$ cat config.mk
export PLATFORM = sky130hd
export DESIGN_NAME = bp_train_sequencer
export DESIGN_NICKNAME = d
export VERILOG_FILES = /design/src/rtl/bp_train_sequencer.sv
export SDC_FILE = /design/constraint.sdc
export NUM_CORES = 1
export LEC_CHECK = 0
export ABC_AREA = 1
export BUFFER_PORTS_ARGS = -buffer_cell sky130_fd_sc_hd__buf_2
export CORE_MARGIN = 3
export CORE_UTILIZATION = 30
export DETAILED_ROUTE_END_ITERATION = 10
export GPL_ROUTABILITY_DRIVEN = 0
export SLEW_MARGIN = 20
export SYNTH_ARGS = -nofsm -noshare
export SYNTH_HDL_FRONTEND = slang
export SYNTH_SLANG_ARGS = --single-unit
$ cat constraint.sdc
create_clock -name CLK -period 6.77 [get_ports CLK]
set_input_delay 1.6925 -clock CLK [delete_from_list [all_inputs] [get_ports CLK]]
set_output_delay 1.6925 -clock CLK [all_outputs]
set_load 0.1 [all_outputs]
$ cat src/rtl/bp_train_sequencer.sv
// Training-sample sequencer for the BackPropagationNN datapath.
// Buffers up to NUM_SAMPLES training vectors and presents each one to the
// network for HOLD_CYCLES clocks. On the last hold cycle it checks the
// network outputs against the target bits. Epochs repeat until one epoch
// has no errors or the epoch limit is reached.
module bp_train_sequencer #(
   parameter int DW          = 9,
   parameter int NUM_SAMPLES = 8,
   parameter int HOLD_CYCLES = 9,
   parameter int MAX_EPOCHS  = 16
) (
   input  logic                                CLK,
   input  logic                                RST,
   input  logic                                clear,
   input  logic                                load_valid,
   output logic                                load_ready,
   input  logic [DW-1:0]                       load_x0,
   input  logic [DW-1:0]                       load_x1,
   input  logic [DW-1:0]                       load_x2,
   input  logic [DW-1:0]                       load_x3,
   input  logic [DW-1:0]                       load_d0,
   input  logic [DW-1:0]                       load_d1,
   input  logic                                start,
   output logic [DW-1:0]                       nn_x0,
   output logic [DW-1:0]                       nn_x1,
   output logic [DW-1:0]                       nn_x2,
   output logic [DW-1:0]                       nn_x3,
   output logic [DW-1:0]                       nn_desired_y0,
   output logic [DW-1:0]                       nn_desired_y1,
   input  logic                                nn_y0,
   input  logic                                nn_y1,
   output logic                                present_valid,
   output logic [$clog2(NUM_SAMPLES)-1:0]      sample_idx,
   output logic [$clog2(MAX_EPOCHS):0]         epoch_count,
   output logic [$clog2(NUM_SAMPLES):0]        err_count,
   output logic                                busy,
   output logic                                done,
   output logic                                converged
);

   localparam int IW = $clog2(NUM_SAMPLES);
   localparam int CW = IW + 1;
   localparam int EW = $clog2(MAX_EPOCHS) + 1;
   localparam int HW = $clog2(HOLD_CYCLES);

   typedef enum logic [1:0] {
      IDLE    = 2'd0,
      PRESENT = 2'd1,
      DONE    = 2'd2
   } state_t;

   state_t state_q, state_d;

   logic [DW-1:0] mem_x0 [NUM_SAMPLES];
   logic [DW-1:0] mem_x1 [NUM_SAMPLES];
   logic [DW-1:0] mem_x2 [NUM_SAMPLES];
   logic [DW-1:0] mem_x3 [NUM_SAMPLES];
   logic [DW-1:0] mem_d0 [NUM_SAMPLES];
   logic [DW-1:0] mem_d1 [NUM_SAMPLES];

   logic [CW-1:0] sample_count;
   logic [HW-1:0] hold_q;
   logic [CW-1:0] acc_q;

   logic          load_fire;
   logic          start_ok;
   logic          last_hold;
   logic          last_sample;
   logic          mismatch;
   logic [CW-1:0] acc_next;
   logic [EW-1:0] epoch_inc;
   logic          stop_training;

   // Clear has priority over a load in the same cycle. A load that coincides
   // with start still counts toward the non-empty check.
   assign load_fire     = load_valid && load_ready && !clear;
   assign start_ok      = (state_q == IDLE) && start && !clear &&
                          ((sample_count != '0) || load_fire);
   assign last_hold     = (hold_q == HW'(HOLD_CYCLES - 1));
   assign last_sample   = ({1'b0, sample_idx} == (sample_count - 1'b1));
   assign mismatch      = last_hold &&
                          ((nn_y0 != mem_d0[sample_idx][0]) ||
                           (nn_y1 != mem_d1[sample_idx][0]));
   assign acc_next      = acc_q + CW'(mismatch);
   assign epoch_inc     = epoch_count + 1'b1;
   assign stop_training = (acc_next == '0) || (epoch_inc == EW'(MAX_EPOCHS));

   // Sample buffer. The contents are not reset, so a new start retrains on them.
   always_ff @(posedge CLK) begin
      if (load_fire) begin
         mem_x0[sample_count[IW-1:0]] <= load_x0;
         mem_x1[sample_count[IW-1:0]] <= load_x1;
         mem_x2[sample_count[IW-1:0]] <= load_x2;
         mem_x3[sample_count[IW-1:0]] <= load_x3;
         mem_d0[sample_count[IW-1:0]] <= load_d0;
         mem_d1[sample_count[IW-1:0]] <= load_d1;
      end
   end

   // State register.
   always_ff @(posedge CLK or negedge RST) begin
      if (!RST) begin
         state_q <= IDLE;
      end else begin
         state_q <= state_d;
      end
   end

   // Next state and state-decoded outputs. The network sees data only in PRESENT.
   always_comb begin
      state_d       = state_q;
      load_ready    = 1'b0;
      present_valid = 1'b0;
      busy          = 1'b0;
      done          = 1'b0;
      nn_x0         = '0;
      nn_x1         = '0;
      nn_x2         = '0;
      nn_x3         = '0;
      nn_desired_y0 = '0;
      nn_desired_y1 = '0;
      case (state_q)
         IDLE: begin
            load_ready = (sample_count < CW'(NUM_SAMPLES));
            if (start_ok) begin
               state_d = PRESENT;
            end
         end
         PRESENT: begin
            present_valid = 1'b1;
            busy          = 1'b1;
            nn_x0         = mem_x0[sample_idx];
            nn_x1         = mem_x1[sample_idx];
            nn_x2         = mem_x2[sample_idx];
            nn_x3         = mem_x3[sample_idx];
            nn_desired_y0 = mem_d0[sample_idx];
            nn_desired_y1 = mem_d1[sample_idx];
            if (last_hold && last_sample && stop_training) begin
               state_d = DONE;
            end
         end
         DONE: begin
            busy    = 1'b1;
            done    = 1'b1;
            state_d = IDLE;
         end
         default: begin
            state_d = IDLE;
         end
      endcase
   end

   // Loading, hold timing, per-epoch error accumulation and result flags.
   always_ff @(posedge CLK or negedge RST) begin
      if (!RST) begin
         sample_count <= '0;
         sample_idx   <= '0;
         hold_q       <= '0;
         acc_q        <= '0;
         epoch_count  <= '0;
         err_count    <= '0;
         converged    <= 1'b0;
      end else begin
         case (state_q)
            IDLE: begin
               if (clear) begin
                  sample_count <= '0;
               end else if (load_fire) begin
                  sample_count <= sample_count + 1'b1;
               end
               if (start_ok) begin
                  sample_idx  <= '0;
                  hold_q      <= '0;
                  acc_q       <= '0;
                  epoch_count <= '0;
                  converged   <= 1'b0;
               end
            end
            PRESENT: begin
               if (!last_hold) begin
                  hold_q <= hold_q + 1'b1;
               end else begin
                  hold_q <= '0;
                  if (last_sample) begin
                     err_count   <= acc_next;
                     epoch_count <= epoch_inc;
                     if (acc_next == '0) begin
                        converged <= 1'b1;
                     end else if (epoch_inc != EW'(MAX_EPOCHS)) begin
                        acc_q      <= '0;
                        sample_idx <= '0;
                     end
                  end else begin
                     acc_q      <= acc_next;
                     sample_idx <= sample_idx + 1'b1;
                  end
               end
            end
            default: begin
            end
         endcase
      end
   end

endmodule

Yosys cells after proc, flatten, opt, wreduce, memory -nomap -nowiden
Memories as Yosys holds them, arrays and structs flattened.
Index checks and enable logic that the tools add are counted.

word-level totals
  register bits after elaboration = 27
  memory bits (writable) = 432
  output and inout port bits = 71
  memories = 6

memory list
  memory  depth  width  read ports  clocked after memory_dff  wr ports  RTL line  source
  mem_d0  8      9      1           0                         1         58        logic [DW-1:0] mem_d0 [NUM_SAMPLES];
  mem_d1  8      9      1           0                         1         59        logic [DW-1:0] mem_d1 [NUM_SAMPLES];
  mem_x0  8      9      1           0                         1         54        logic [DW-1:0] mem_x0 [NUM_SAMPLES];
  mem_x1  8      9      1           0                         1         55        logic [DW-1:0] mem_x1 [NUM_SAMPLES];
  mem_x2  8      9      1           0                         1         56        logic [DW-1:0] mem_x2 [NUM_SAMPLES];
  mem_x3  8      9      1           0                         1         57        logic [DW-1:0] mem_x3 [NUM_SAMPLES];

cells by class
  add/sub/neg operators = 6
  order comparisons = 1
  equality and inequality tests = 15
  multiplexer cells = 40
  reductions and logical operators = 25

operator list
  operator               count
  $mux W9                6
  $mux W4                8
  $pmux W4 S2            2
  $mux W3                5
  $mux W5                3
  $mux W1                10
  $ne A2 B2 Y1 const B   5
  $pmux W5 S2            1
  $reduce_and A5 Y1      2
  $add A4 B1 Y4 const B  2
  $logic_and A1 B1 Y1    8
  $ne A3 B3 Y1 const B   2
  $pmux W3 S2            1
  $reduce_and A2 Y1      3
  $add A5 B1 Y5 const B  1
  $eq A5 B5 Y1 const B   1
  $ne A5 B5 Y1 const B   1
  $add A4 B1 Y4          1
  $eq A3 B4 Y1           1
  $eq A4 B4 Y1 const B   1
  $logic_not A4 Y1       1
  $lt A4 B4 Y1 const B   1
  $mux W2                2
  $pmux W2 S2            1
  14 further kinds       18

Depth between registers and ports, before layout
An unclocked memory read counts as a cell.

  depth after elaboration = 10
  mapped depth = 23

Worst setup path after synthesis
No wires, ideal clock.

  path kind = input -> register
  from = input load_valid
  to = memory mem_d0[6][0] (enable)
  arrival = 5.693 ns
  data required time = 6.238 ns
  setup slack = 0.545 ns
  cell stages on the path = 4
  buffers on the path = 0
  path through = nand3_2 -> nor2_4 -> nand2_1 -> nor3_1

between the ends
  word-level cells in the longest chain between the ends = 4

ends and longest elaborated chain
  what                               RTL line  source
  from (decl)                        15        input logic load_valid,
  $logic_and A1 B1 Y1 (2 in series)  76        assign load_fire = load_valid && load_ready && !clear;
  $mux W1                            90        if (load_fire) begin
  $mux W1 (not written as such)      95        mem_d0[sample_count[IW-1:0]] <= load_d0;
  to (decl)                          58

Every way passes these cells.

Worst setup path after layout
  from = register sample_idx[0]
  to = output nn_x3[6]

between the ends
  word-level cells in the longest chain between the ends = 2

ends and longest elaborated chain
  what                    RTL line  source
  from (decl)             33        output logic [$clog2(NUM_SAMPLES)-1:0] sample_idx,
  from (signal assigned)  195       sample_idx <= sample_idx + 1'b1;
  $mem_v2 Z8 W9           n/a
  $mux W9                 122       case (state_q)
  to (decl)               27        output logic [DW-1:0] nn_x3,

Every way passes these cells.

==> run_summary.xml <==
<?xml version="1.0" encoding="UTF-8"?>
<metrics>
  <group name="run_status">
    <metric name="outcome" unit="">completed</metric>
  </group>
  <group name="hold_path">
    <metric name="hold_path_end" unit="">err_count[2]</metric>
    <metric name="hp-class" unit="">flop to flop</metric>
    <metric name="worst_hold_path.num_cells" unit="">2</metric>
    <metric name="min-delay-start" unit="">err_count[2]</metric>
  </group>
  <group name="synthesis">
    <metric name="synthesis.instances" unit="">1453</metric>
    <metric name="synth.distinct_cells" unit="">34</metric>
    <metric name="synth_compound_area_frac" unit="">0.116</metric>
    <metric name="portion_of_netlist_area_occupied_by_mux_cells" unit="">0</metric>
    <metric name="syn-num-nets" unit="">1526</metric>
    <metric name="synth.cell_area" unit="sq um">18400</metric>
    <metric name="largest_family_of_logic_cells_by_synthesized_area" unit="">compound AO/OA/AOI/OAI gates</metric>
    <metric name="ys_ff_latch" unit="">459</metric>
    <metric name="synthXorXnorAreaFrac" unit="">0.00190</metric>
    <metric name="yosysSeqAreaShare" unit="">0.741</metric>
    <metric name="yosys.area_share.adder" unit="">0.00816</metric>
    <metric name="yosys_warnings" unit="">0</metric>
    <metric name="syn_avg_cell_area" unit="sq um">12.7</metric>
    <metric name="synth_simple_gate_area_frac" unit="">0.101</metric>
  </group>
  <group name="setup_path">
    <metric name="cp_data_arrival_time" unit="ns">3.68</metric>
    <metric name="crit_start" unit="">sample_idx[0]</metric>
    <metric name="critical_path.top_delay_family" unit="">buffers and inverters</metric>
    <metric name="timing.critical_path.to_type" unit="">primary output</metric>
    <metric name="rr_endpoint" unit="">state_q[0]</metric>
    <metric name="critPathKind" unit="">flop to primary output</metric>
    <metric name="timing.critical_path.slowest_cell_delay" unit="ns">0.83</metric>
    <metric name="critical_path.reg2reg.startpoint" unit="">sample_idx[0]</metric>
    <metric name="critical_path.cell_chain" unit="">inv_6 -&gt; buf_4 -&gt; o21ai_0 -&gt; o22ai_1 -&gt; nor2_1 -&gt; nor2_1 -&gt; buf_2</metric>
    <metric name="critical-path-slowest-cell" unit="">sky130_fd_sc_hd__inv_6</metric>
    <metric name="reg2reg_depth" unit="">18</metric>
    <metric name="crit_path_max_fanout" unit="">141</metric>
    <metric name="required_time_reported_for_the_critical_path_endpoint" unit="ns">5.08</metric>
    <metric name="rrSetupSlack" unit="ns">2.84</metric>
    <metric name="critical_path.n_buffers_inverters" unit="">3</metric>
    <metric name="critPathMostFrequentCell" unit="">sky130_fd_sc_hd__nor2_1</metric>
    <metric name="critical_path.startpoint_type" unit="">flop</metric>
  </group>
  <group name="sta">
    <metric name="final_min_period_over_clock_period" unit="">0.793</metric>
    <metric name="unrepaired_setup_endpoints_after_global_routing" unit="">false</metric>
    <metric name="clock.fmax" unit="GHz">0.186</metric>
    <metric name="setup-tns-final" unit="ns">0</metric>
    <metric name="final_setup_slack_of_the_worst_path" unit="ns">1.40</metric>
    <metric name="total_of_endpoints_with_negative_setup_slack_in_the_final_report" unit="">0</metric>
    <metric name="final-hold-violation-count" unit="">0</metric>
    <metric name="skew" unit="ns">0.0185</metric>
    <metric name="worst_slew_pin_slew" unit="ns">1.06</metric>
    <metric name="maxSlewViolCount" unit="">0</metric>
    <metric name="timing.max_slew.rel_slack" unit="">0.289</metric>
    <metric name="fin_crit" unit="ns">5.37</metric>
  </group>
  <group name="floorplan">
    <metric name="die_w" unit="microns">254</metric>
    <metric name="io-pin-count" unit="">132</metric>
    <metric name="die-area" unit="sq um">64400</metric>
    <metric name="floorplan.core_area" unit="sq um">60600</metric>
    <metric name="die_height" unit="microns">254</metric>
    <metric name="start_util" unit="">0.304</metric>
    <metric name="number_of_core_rows" unit="">90</metric>
  </group>
  <group name="clocking">
    <metric name="clk_pin_slew" unit="ns">0.06</metric>
    <metric name="cts_tree" unit="">built</metric>
    <metric name="post_cts_buffers" unit="">0</metric>
    <metric name="clock_insertion_delay_worst_skew" unit="ns">0.58</metric>
    <metric name="numCtsBuffers" unit="">50</metric>
    <metric name="cts_hold_buf" unit="">0</metric>
    <metric name="ctsRootBufferMaster" unit="">sky130_fd_sc_hd__clkbuf_16</metric>
    <metric name="buffer_levels_on_the_longest_clock_path" unit="">3</metric>
    <metric name="number_of_sinks_on_the_clock_net" unit="">459</metric>
    <metric name="number_of_gates_resized_after_cts" unit="">0</metric>
    <metric name="cts_max_level" unit="">2</metric>
  </group>
  <group name="global_routing">
    <metric name="vias_in_the_first_global_route" unit="">11613</metric>
    <metric name="use_met2" unit="">0.228</metric>
    <metric name="globalRouteOverflowTotal" unit="">0</metric>
    <metric name="gr-max-usage-layer" unit="">met2</metric>
    <metric name="antenna_violations_before_repair" unit="">9</metric>
    <metric name="gr-usage-all-layers" unit="">0.141</metric>
    <metric name="first_pass_grt_wire_length" unit="microns">69700</metric>
    <metric name="global_route.usage.met1" unit="">0.193</metric>
    <metric name="use_met3" unit="">0.0279</metric>
    <metric name="largest_net_degree_at_the_start_of_global_routing" unit="">155</metric>
  </group>
  <group name="placement">
    <metric name="dp_hpwl" unit="microns">24300</metric>
    <metric name="place_ws" unit="ns">1.97</metric>
    <metric name="number_of_port_buffers" unit="">131</metric>
    <metric name="placement.cell_area" unit="sq um">19800</metric>
  </group>
  <group name="route">
    <metric name="final_wirelength" unit="microns">45900</metric>
    <metric name="detail_route.iter0.violations" unit="">897</metric>
    <metric name="avgViaCountPerCell" unit="">4.90</metric>
    <metric name="vias" unit="">11737</metric>
    <metric name="wire_per_inst" unit="microns">19.2</metric>
    <metric name="drt_first_pass_iters" unit="">5</metric>
    <metric name="antenna_left" unit="">0</metric>
    <metric name="drc" unit="">0</metric>
  </group>
  <group name="cells_and_area">
    <metric name="layout.cells.most_common" unit="">sky130_fd_sc_hd__edfxtp_1</metric>
    <metric name="most_frequent_cells_in_the_layout" unit="">sky130_fd_sc_hd__edfxtp_1 (432), sky130_fd_sc_hd__nor2_1 (338), sky130_fd_sc_hd__o21ai_0 (231)</metric>
    <metric name="finalNetCount" unit="">1639</metric>
    <metric name="final_area" unit="sq um">21400</metric>
    <metric name="finalCoreUtilization" unit="">0.354</metric>
    <metric name="multiInputGateArea" unit="sq um">4240</metric>
    <metric name="area.sequential" unit="sq um">13700</metric>
    <metric name="post_route_cells_drive_above_1_share" unit="">0.157</metric>
    <metric name="syn2layout_area_growth" unit="%">16.5</metric>
    <metric name="filler_cell_count" unit="">5865</metric>
  </group>
  <group name="run">
    <metric name="drv_cap" unit="">0</metric>
  </group>
  <group name="power_and_ir_drop">
    <metric name="power.density" unit="nW/um^2">439</metric>
    <metric name="power_leakage" unit="uW">0.00740</metric>
    <metric name="worst_ir_drop_vdd" unit="mV">0.283</metric>
  </group>
</metrics>
==> through the flow <==
step,power [uW],hold WS [ns],cells
floorplan,6100,0.465,1453
global placement,6830,0.476,2296
detailed placement,6870,0.487,2296
CTS,9520,0.501,2389
global route,9880,0.535,2392
finish,9420,0.497,2396
==> cells in the mapped netlist, drive strengths merged <==
cell	count	area [sq um]
dfrtp	27	676
clkinv	2	8.75
nor3	5	30.0
and3	1	6.26
xnor2	2	17.5
inv	28	105
nand2	75	302
edfxtp	432	13000
nand4	5	31.3
xor2	2	17.5
buf	39	264
clkbuf	51	196
o21ai	286	1440
nand3	27	163
nor2	347	1330
a21oi	5	36.3
ha	12	150
o22ai	106	663
a21boi	1	7.51
==> kinds of logic (layout without fill, tap and decap cells) <==
logic type	count (synthesis)	in the layout
flip-flops	459	459
other	0	7
adder cells (fa/ha/maj)	12	12
buffers and inverters	120	274
AND/OR/NAND/NOR	460	460
XOR/XNOR	4	4
AO/OA/AOI/OAI	398	398
==> power breakdown <==
group / internal [uW] / switching (uW)
clock network: 1570 / 1070
logic: 629 / 2820
registers: 3230 / 98.6
total: 5430 / 3980
==> worst register-to-register path: stages (launching register included) <==
cell	delay (ns)
sky130_fd_sc_hd__dfrtp_4	0.74
sky130_fd_sc_hd__inv_6	0.86
sky130_fd_sc_hd__o21ai_0	0.28
sky130_fd_sc_hd__nand2_1	0.10
sky130_fd_sc_hd__nand2_1	0.05
sky130_fd_sc_hd__nand2_1	0.22
sky130_fd_sc_hd__nand2_1	0.08
sky130_fd_sc_hd__nand2_1	0.07
sky130_fd_sc_hd__a21oi_1	0.06
sky130_fd_sc_hd__ha_1	0.21
sky130_fd_sc_hd__ha_1	0.19
sky130_fd_sc_hd__xnor2_1	0.26
sky130_fd_sc_hd__nand3_1	0.15
sky130_fd_sc_hd__nand2_1	0.12
sky130_fd_sc_hd__nand3_1	0.08
sky130_fd_sc_hd__nand2_1	0.11
sky130_fd_sc_hd__nand2_1	0.09
sky130_fd_sc_hd__nand2_1	0.06
sky130_fd_sc_hd__nand2_1	0.05
==> state kept, by name, indices dropped and copies added (netlist names) <==
name,cells
mem_d0,72
mem_d1,72
mem_x0,72
mem_x1,72
mem_x2,72
mem_x3,72
epoch_count,5
acc_q,4
err_count,4
hold_q,4
sample_count,4
sample_idx,3
state_q,2
converged,1
==> worst max path at each step <==
stage,endpoint,slack (ns),cells after the start
after detailed placement,nn_x3[6],1.97,7
after global routing,nn_x3[6],1.07,7
after CTS,nn_x3[6],1.33,7
after global placement,nn_x2[7],2.00,7
after floorplan,mem_d0[6][0],0.54,4
final,nn_x3[6],1.40,7
==> per-layer routing <==
layer / share of wire / routed length, microns
met5: 0.00024 / 11
met2: 0.46 / 21300
met3: 0.056 / 2580
met4: 0.023 / 1050
met1: 0.46 / 21000
==> area by class of cell <==
cell class / count / area share
antenna: 7 / 0.000817
clock inverter: 30 / 0.0117
inverter: 30 / 0.00554
timing repair buffer: 151 / 0.0382
multi-input combinational: 874 / 0.198
clock buffer: 63 / 0.0636
tap: 782 / 0.0456
sequential: 459 / 0.637
(Power assumes the default switching activity.)
